## config.mk

```make
export PLATFORM = sky130hd
export DESIGN_NAME = mux_pipe_stage
export DESIGN_NICKNAME = d
export VERILOG_FILES = /design/src/rtl/mux_pipe_pkg.sv /design/src/rtl/mux_pipe_stage_mux.sv /design/src/rtl/mux_pipe_stage.sv
export SDC_FILE = /design/constraint.sdc
export NUM_CORES = 1
export LEC_CHECK = 0
export CORE_ASPECT_RATIO = 1.4
export CORE_MARGIN = 8
export CORE_UTILIZATION = 46
export DETAILED_ROUTE_END_ITERATION = 7
export GPL_ROUTABILITY_DRIVEN = 0
export PLACE_DENSITY_LB_ADDON = 0.12
export SLEW_MARGIN = 20
export SYNTH_ARGS = -nofsm -noshare
export SYNTH_HDL_FRONTEND = slang
export SYNTH_SLANG_ARGS = --single-unit
```

## constraint.sdc

```tcl
create_clock -name clk -period 5.1 [get_ports clk]
set_input_delay 0.765 -clock clk [delete_from_list [all_inputs] [get_ports clk]]
set_output_delay 0.765 -clock clk [all_outputs]
set_load 0.1 [all_outputs]
```

## src/rtl/mux_pipe_pkg.sv

```systemverilog
// Shared constants and state type for the selecting pipeline stage.
// Holds default WIDTH/NIN and the EMPTY/ONE/FULL occupancy states.
package mux_pipe_pkg;

    localparam int DEF_WIDTH = 32;
    localparam int DEF_NIN   = 4;

    typedef enum logic [1:0] {
        EMPTY = 2'd0,
        ONE   = 2'd1,
        FULL  = 2'd2
    } state_t;

endpackage

```

## src/rtl/mux_pipe_stage_mux.sv

```systemverilog
// mux_nway: combinational N-way word selector.
// Ports: in_data (NIN*WIDTH flattened), sel (SELW), out_data (WIDTH).
// A select of NIN or above yields an all-zero word.
module mux_nway
    import mux_pipe_pkg::*;
#(
    parameter int WIDTH = DEF_WIDTH,
    parameter int NIN   = DEF_NIN,
    parameter int SELW  = $clog2(NIN)
) (
    input  logic [NIN*WIDTH-1:0] in_data,
    input  logic [SELW-1:0]      sel,
    output logic [WIDTH-1:0]     out_data
);

    always_comb begin
        out_data = '0;
        for (int i = 0; i < NIN; i++) begin
            if (int'(sel) == i) begin
                out_data = in_data[i*WIDTH +: WIDTH];
            end
        end
    end

endmodule

```

## src/rtl/mux_pipe_stage.sv

```systemverilog
// mux_pipe_stage: valid/ready register slice with a skid entry, fed by an
// N-way selector. Ports: clk, rst_n (async, active-low), in_data/in_sel/
// in_valid/in_ready upstream, out_data/out_valid/out_ready downstream, and
// flush (synchronous kill) only when MUX_PIPE_STAGE_FLUSH_EN is defined.
module mux_pipe_stage
    import mux_pipe_pkg::*;
#(
    parameter int WIDTH = DEF_WIDTH,
    parameter int NIN   = DEF_NIN,
    parameter int SELW  = $clog2(NIN)
) (
    input  logic                 clk,
    input  logic                 rst_n,
`ifdef MUX_PIPE_STAGE_FLUSH_EN
    input  logic                 flush,
`endif
    input  logic [NIN*WIDTH-1:0] in_data,
    input  logic [SELW-1:0]      in_sel,
    input  logic                 in_valid,
    output logic                 in_ready,
    output logic [WIDTH-1:0]     out_data,
    output logic                 out_valid,
    input  logic                 out_ready
);

    state_t           state_q;
    state_t           state_n;
    logic [WIDTH-1:0] main_q;
    logic [WIDTH-1:0] skid_q;
    logic [WIDTH-1:0] sel_word;
    logic             acc;
    logic             dlv;
    logic             kill;
    logic             load_main;
    logic             load_skid;
    logic             move_skid;

    mux_nway #(
        .WIDTH (WIDTH),
        .NIN   (NIN),
        .SELW  (SELW)
    ) u_sel (
        .in_data  (in_data),
        .sel      (in_sel),
        .out_data (sel_word)
    );

`ifdef MUX_PIPE_STAGE_FLUSH_EN
    assign kill = flush;
`else
    assign kill = 1'b0;
`endif

    // Both flags decode flopped state only, so out_ready never
    // reaches in_ready combinationally.
    assign in_ready  = (state_q != FULL);
    assign out_valid = (state_q != EMPTY);
    assign out_data  = main_q;

    assign acc = in_valid & in_ready;
    assign dlv = out_valid & out_ready;

    always_comb begin
        state_n   = state_q;
        load_main = 1'b0;
        load_skid = 1'b0;
        move_skid = 1'b0;
        unique case (state_q)
            EMPTY: begin
                if (acc) begin
                    load_main = 1'b1;
                    state_n   = ONE;
                end
            end
            ONE: begin
                if (acc && dlv) begin
                    load_main = 1'b1;
                end else if (dlv) begin
                    state_n = EMPTY;
                end else if (acc) begin
                    load_skid = 1'b1;
                    state_n   = FULL;
                end
            end
            FULL: begin
                if (dlv) begin
                    move_skid = 1'b1;
                    state_n   = ONE;
                end
            end
            default: begin
                state_n = EMPTY;
            end
        endcase
        // Kill wins over a same-cycle acceptance; data is don't-care.
        if (kill) begin
            state_n = EMPTY;
        end
    end

    always_ff @(posedge clk or negedge rst_n) begin
        if (!rst_n) begin
            state_q <= EMPTY;
            main_q  <= '0;
            skid_q  <= '0;
        end else begin
            state_q <= state_n;
            if (load_main) begin
                main_q <= sel_word;
            end else if (move_skid) begin
                main_q <= skid_q;
            end
            if (load_skid) begin
                skid_q <= sel_word;
            end
        end
    end

endmodule

```

# Word level (Yosys, flattened, before mapping)
# Index checks and enable logic that the tools add are counted.
dict set report classes {
  n_eq_ne 10
  n_mux 20
  n_bitwise 2
  reduce_logical 6
}
# cell count
set op_table {}
lappend op_table {{two-way mux 32 bit} 6}
lappend op_table {{two-way mux 2 bit} 5}
lappend op_table {{!= test 2 bit, second input constant} 4}
lappend op_table {{two-way mux 1 bit} 7}
lappend op_table {{== test 2 bit, second input constant} 3}
lappend op_table {{case mux 2 bit (3 select lines)} 1}
lappend op_table {{== test 2 x 1 -> 1 bit, second input constant} 2}
lappend op_table {{zero test 2 bit} 2}
lappend op_table {{AND reduction 4 bit} 1}
lappend op_table {{nonzero test 2 bit} 2}
lappend op_table {{!= test 3 bit, second input constant} 1}
lappend op_table {{bitwise AND 1 bit} 2}
lappend op_table {{case mux 1 bit (2 select lines)} 1}
lappend op_table {{logical AND 1 bit} 1}
dict set report word_totals {
  reg_bits 66
  in_bits 134
  out_inout_bits 34
  word_cells 41
}

# Depth between registers and ports, before layout
dict set report depth {
  word_depth 6
  depth_mapped 6
  depth_no_buf 3
}

# Modules after synthesis
# A second synthesis with hierarchy kept.
dict set report hier_totals {
  cells_unflattened 228
  area_unflattened_um2 3743.6
}
# mod n_inst cells_each area_per_inst_um2 seq_area_each_um2
set by_module_without_submodules {}
lappend by_module_without_submodules {mux_pipe_stage 1 189 2929.1 1651.6}
lappend by_module_without_submodules {mux_nway 1 39 814.5 0.0}

# Worst setup path after synthesis
# No wires, ideal clock.
dict set report synth_timing {
  kind {reg2out}
  startpoint {register state_q[0]}
  endpoint {output in_ready}
  t_arrival_ns 1.663
  t_required_ns 4.335
  setup_slack_ns 2.672
  stages_incl_launch_ff 5
  path_buffers 2
  path_cell_list {dfrtp_1 -> inv_1 -> clkbuf_1 -> clkbuf_1 -> nand2_1}
}
dict set report synth_between {
  elab_chain_len 1
}
# item line
set synth_rtl {}
lappend synth_rtl {{start, declared} mux_pipe_stage.sv:26} ;# state_t state_q;
lappend synth_rtl {{start signal, assigned} mux_pipe_stage.sv:107} ;# state_q <= state_n;
lappend synth_rtl {{!= test 2 bit} mux_pipe_stage.sv:56} ;# assign in_ready = (state_q != FULL);
lappend synth_rtl {{end, declared} mux_pipe_stage.sv:20} ;# output logic in_ready,
# Every way passes these cells.

# Worst setup path in the final report
# Ends and elaborated chain as after synthesis.

==> flow_summary_export.csv <==
group,metric,value,unit
final_layout,multi_input_area,0.00195,mm2
timing,tns,0,ps
critical_path,critical_path_arrival,2660,ps
timing,rsz0062_at_grt,"no",
synth,yosys_warnings,0,
synth,syn_avg_cell_area,12.7,um2
routing,final_antenna_net_count,0,
timing,slew_headroom,29.4,%
power,max-vdd-ir-drop,0.312,mV
synth,netlist-cell-type-count,28,
routing,firstDrtPassIters,4,
clocking,cts_setup_buffers,0,
timing,setup_viol,0,
critical_path,path_cells,"inv_1 -> nand2_1 -> clkdlybuf4s50_1",
clocking,cts_sinks,66,
critical_path,cp_slowest_cell,"clkdlybuf4s50_1",
timing,worst_slew_pin_slew,1060,ps
critical_path,cp_max_fo,31,
routing,first_iter_violations,176,
power,powerDensity,526,mW/mm2
clocking,cts-resized-gates,0,
floorplanning,fp.coreArea,0.00810,mm2
placement,dp_hpwl,7.94,mm
synth,yosysTopAreaCellShare,43.6,%
final_layout,most-common-layout-cells,"clkdlybuf4s50_1, dfrtp_1, mux2_2",
critical_path,crit_path_end_kind,"primary output",
placement,place_area,0.00543,mm2
synth,ys_seq_elements,66,
final_layout,layout_commonest_cell,"clkdlybuf4s50_1",
final_layout,fill_cells,626,
synth,yosys.area.top_type,"dfrtp_1",
global_route,antenna_found_initial,0,
clocking,clkLatencyLatePin,330,ps
routing,num_vias,3283,
floorplanning,io_pins,168,
critical_path,crit_required,4340,ps
global_route,grt_pass1_wl,18.0,mm
final_layout,nNetsFinal,582,
synth,synth_seq_area_share,43.6,%
final_layout,area_delta_synth_final,52.8,%
clocking,ctsHoldBuffers,0,
final_layout,stdcell_area,0.00578,mm2
timing,fmax,0.292,GHz
synth,synth.cell_area,0.00378,mm2
run,maxCapViolCount,0,
final_layout,antenna_cells,0,
routing,drcViolationCount,0,
synth,synth_cells,299,
synth,synthesis.nets,433,
routing,wl_per_cell,20.1,um
global_route,grt_pass1_vias,3688,
floorplanning,num_rows,39,
min_path,hold_class,"reg2reg",
timing,post-route-min-period,3420,ps
routing,wirelength,11.2,mm
clocking,numCtsBuffers,9,
critical_path,start_kind,"flip-flop",
final_layout,drive_above_1_share,17.4,%
floorplanning,initial_core_util,46.7,%
clocking,path_clk_slew,50,ps
timing,fin_skew,6.88,ps
synth,synthTopCellsByArea,"dfrtp_1, mux4_2, mux2_2",
clocking,cts_tree,"done",
floorplanning,die_w,92.7,um
floorplanning,die_h,123,um
critical_path,critPathMaxStageDelay,1030,ps
final_layout,fin_util,71.4,%
run_status,status,"complete, no violations",
clocking,clk_path_buf_depth,2,
clocking,htreeDepth,3,
power,p_leak,0.00223,uW
placement,io_buffers,167,
routing,vias_per_cell,5.92,
clocking,root_buffer,"clkbuf_16",
global_route,grt_overflow_total,0,
global_route,grt_usage,19.8,%
critical_path,crit_type,"reg2out",
global_route,grt_max_degree,67,
final_layout,regArea,0.00165,mm2
timing,fin_crit_sh,67.1,%
timing,slew_violations,0,
floorplanning,die_area,0.0114,mm2
power,power,3040,uW
timing,hold_viol,0,
==> metal layers <==
metal	GRT usage [%]	share of wire (%)	wire length, um
met2	35.4	53	5910
met4	7.28	1.8	201
met5	0	0	0
met1	20.8	37	4150
met3	7.29	8.1	908
==> through the flow <==
stage	worst slack [ps]	hold WS, ps	instances
after detailed placement	1720	469	538
after CTS	1670	481	554
after global routing	1580	504	555
after global placement	1750	462	538
final	1680	480	555
after floorplan	2670	451	299
==> cells in the mapped netlist, drive strengths merged <==
master	n
a31oi	26
o21ai	27
mux2i	1
nor2	1
mux4	32
clkbuf	15
nand2	3
nand3	26
inv	1
or2	1
and3b	1
a211oi	26
a21o	1
nor2b	2
nand2b	2
a21oi	2
a221o	6
dfrtp	66
buf	20
and3	7
mux2	33
==> registers in the layout, indices dropped and copies added, names as in the netlist <==
name,count
skid_q,32
out_data,32
state_q,2
==> cells by family after synthesis <==
kind of cell	share of synthesized area (%)
DFF	43.6
buffers and inverters	5.06
muxes	30.1
and+or+nand+nor	6.12
AOI/OAI and AO/OA	15.1
==> critical path: cells and delay by family, from the launching register on <==
kind                   cells  cell delay, ps
buffers and inverters      2            1770
flip-flops                 1             400
AND/OR/NAND/NOR            1             160
==> area by class of cell <==
cell class / instances / area share [%]
inverter: 1 / 0.0649
timing repair buffer: 173 / 29.9
clock inverter: 5 / 1.34
sequential: 66 / 28.6
multi-input combinational: 197 / 33.8
tap: 102 / 2.21
clock buffer: 11 / 4.20
==> worst paths after layout <==
check | from | endpoint | slack, ps | depth (start not counted)
max in group asynchronous | rst_n | out_data[26] | 3930 | 2
min in group asynchronous | rst_n | out_data[7] | 600 | 2
worst min register to register | skid_q[4] | skid_q[4] | 480 | 1
worst min-delay path | skid_q[4] | skid_q[4] | 480 | 1
worst max register to register | state_q[1] | skid_q[1] | 2490 | 3
worst max-delay path | state_q[0] | in_ready | 1680 | 3
==> power breakdown <==
| part | leakage [uW] | switching [uW] | internal [uW] |
|---|---|---|---|
| registers | 0.000776 | 113 | 738 |
| logic | 0.00130 | 1060 | 478 |
| clock network | 0.000156 | 216 | 439 |
| total | 0.00223 | 1390 | 1650 |
No activity file was read; power rests on OpenSTA's default activity.
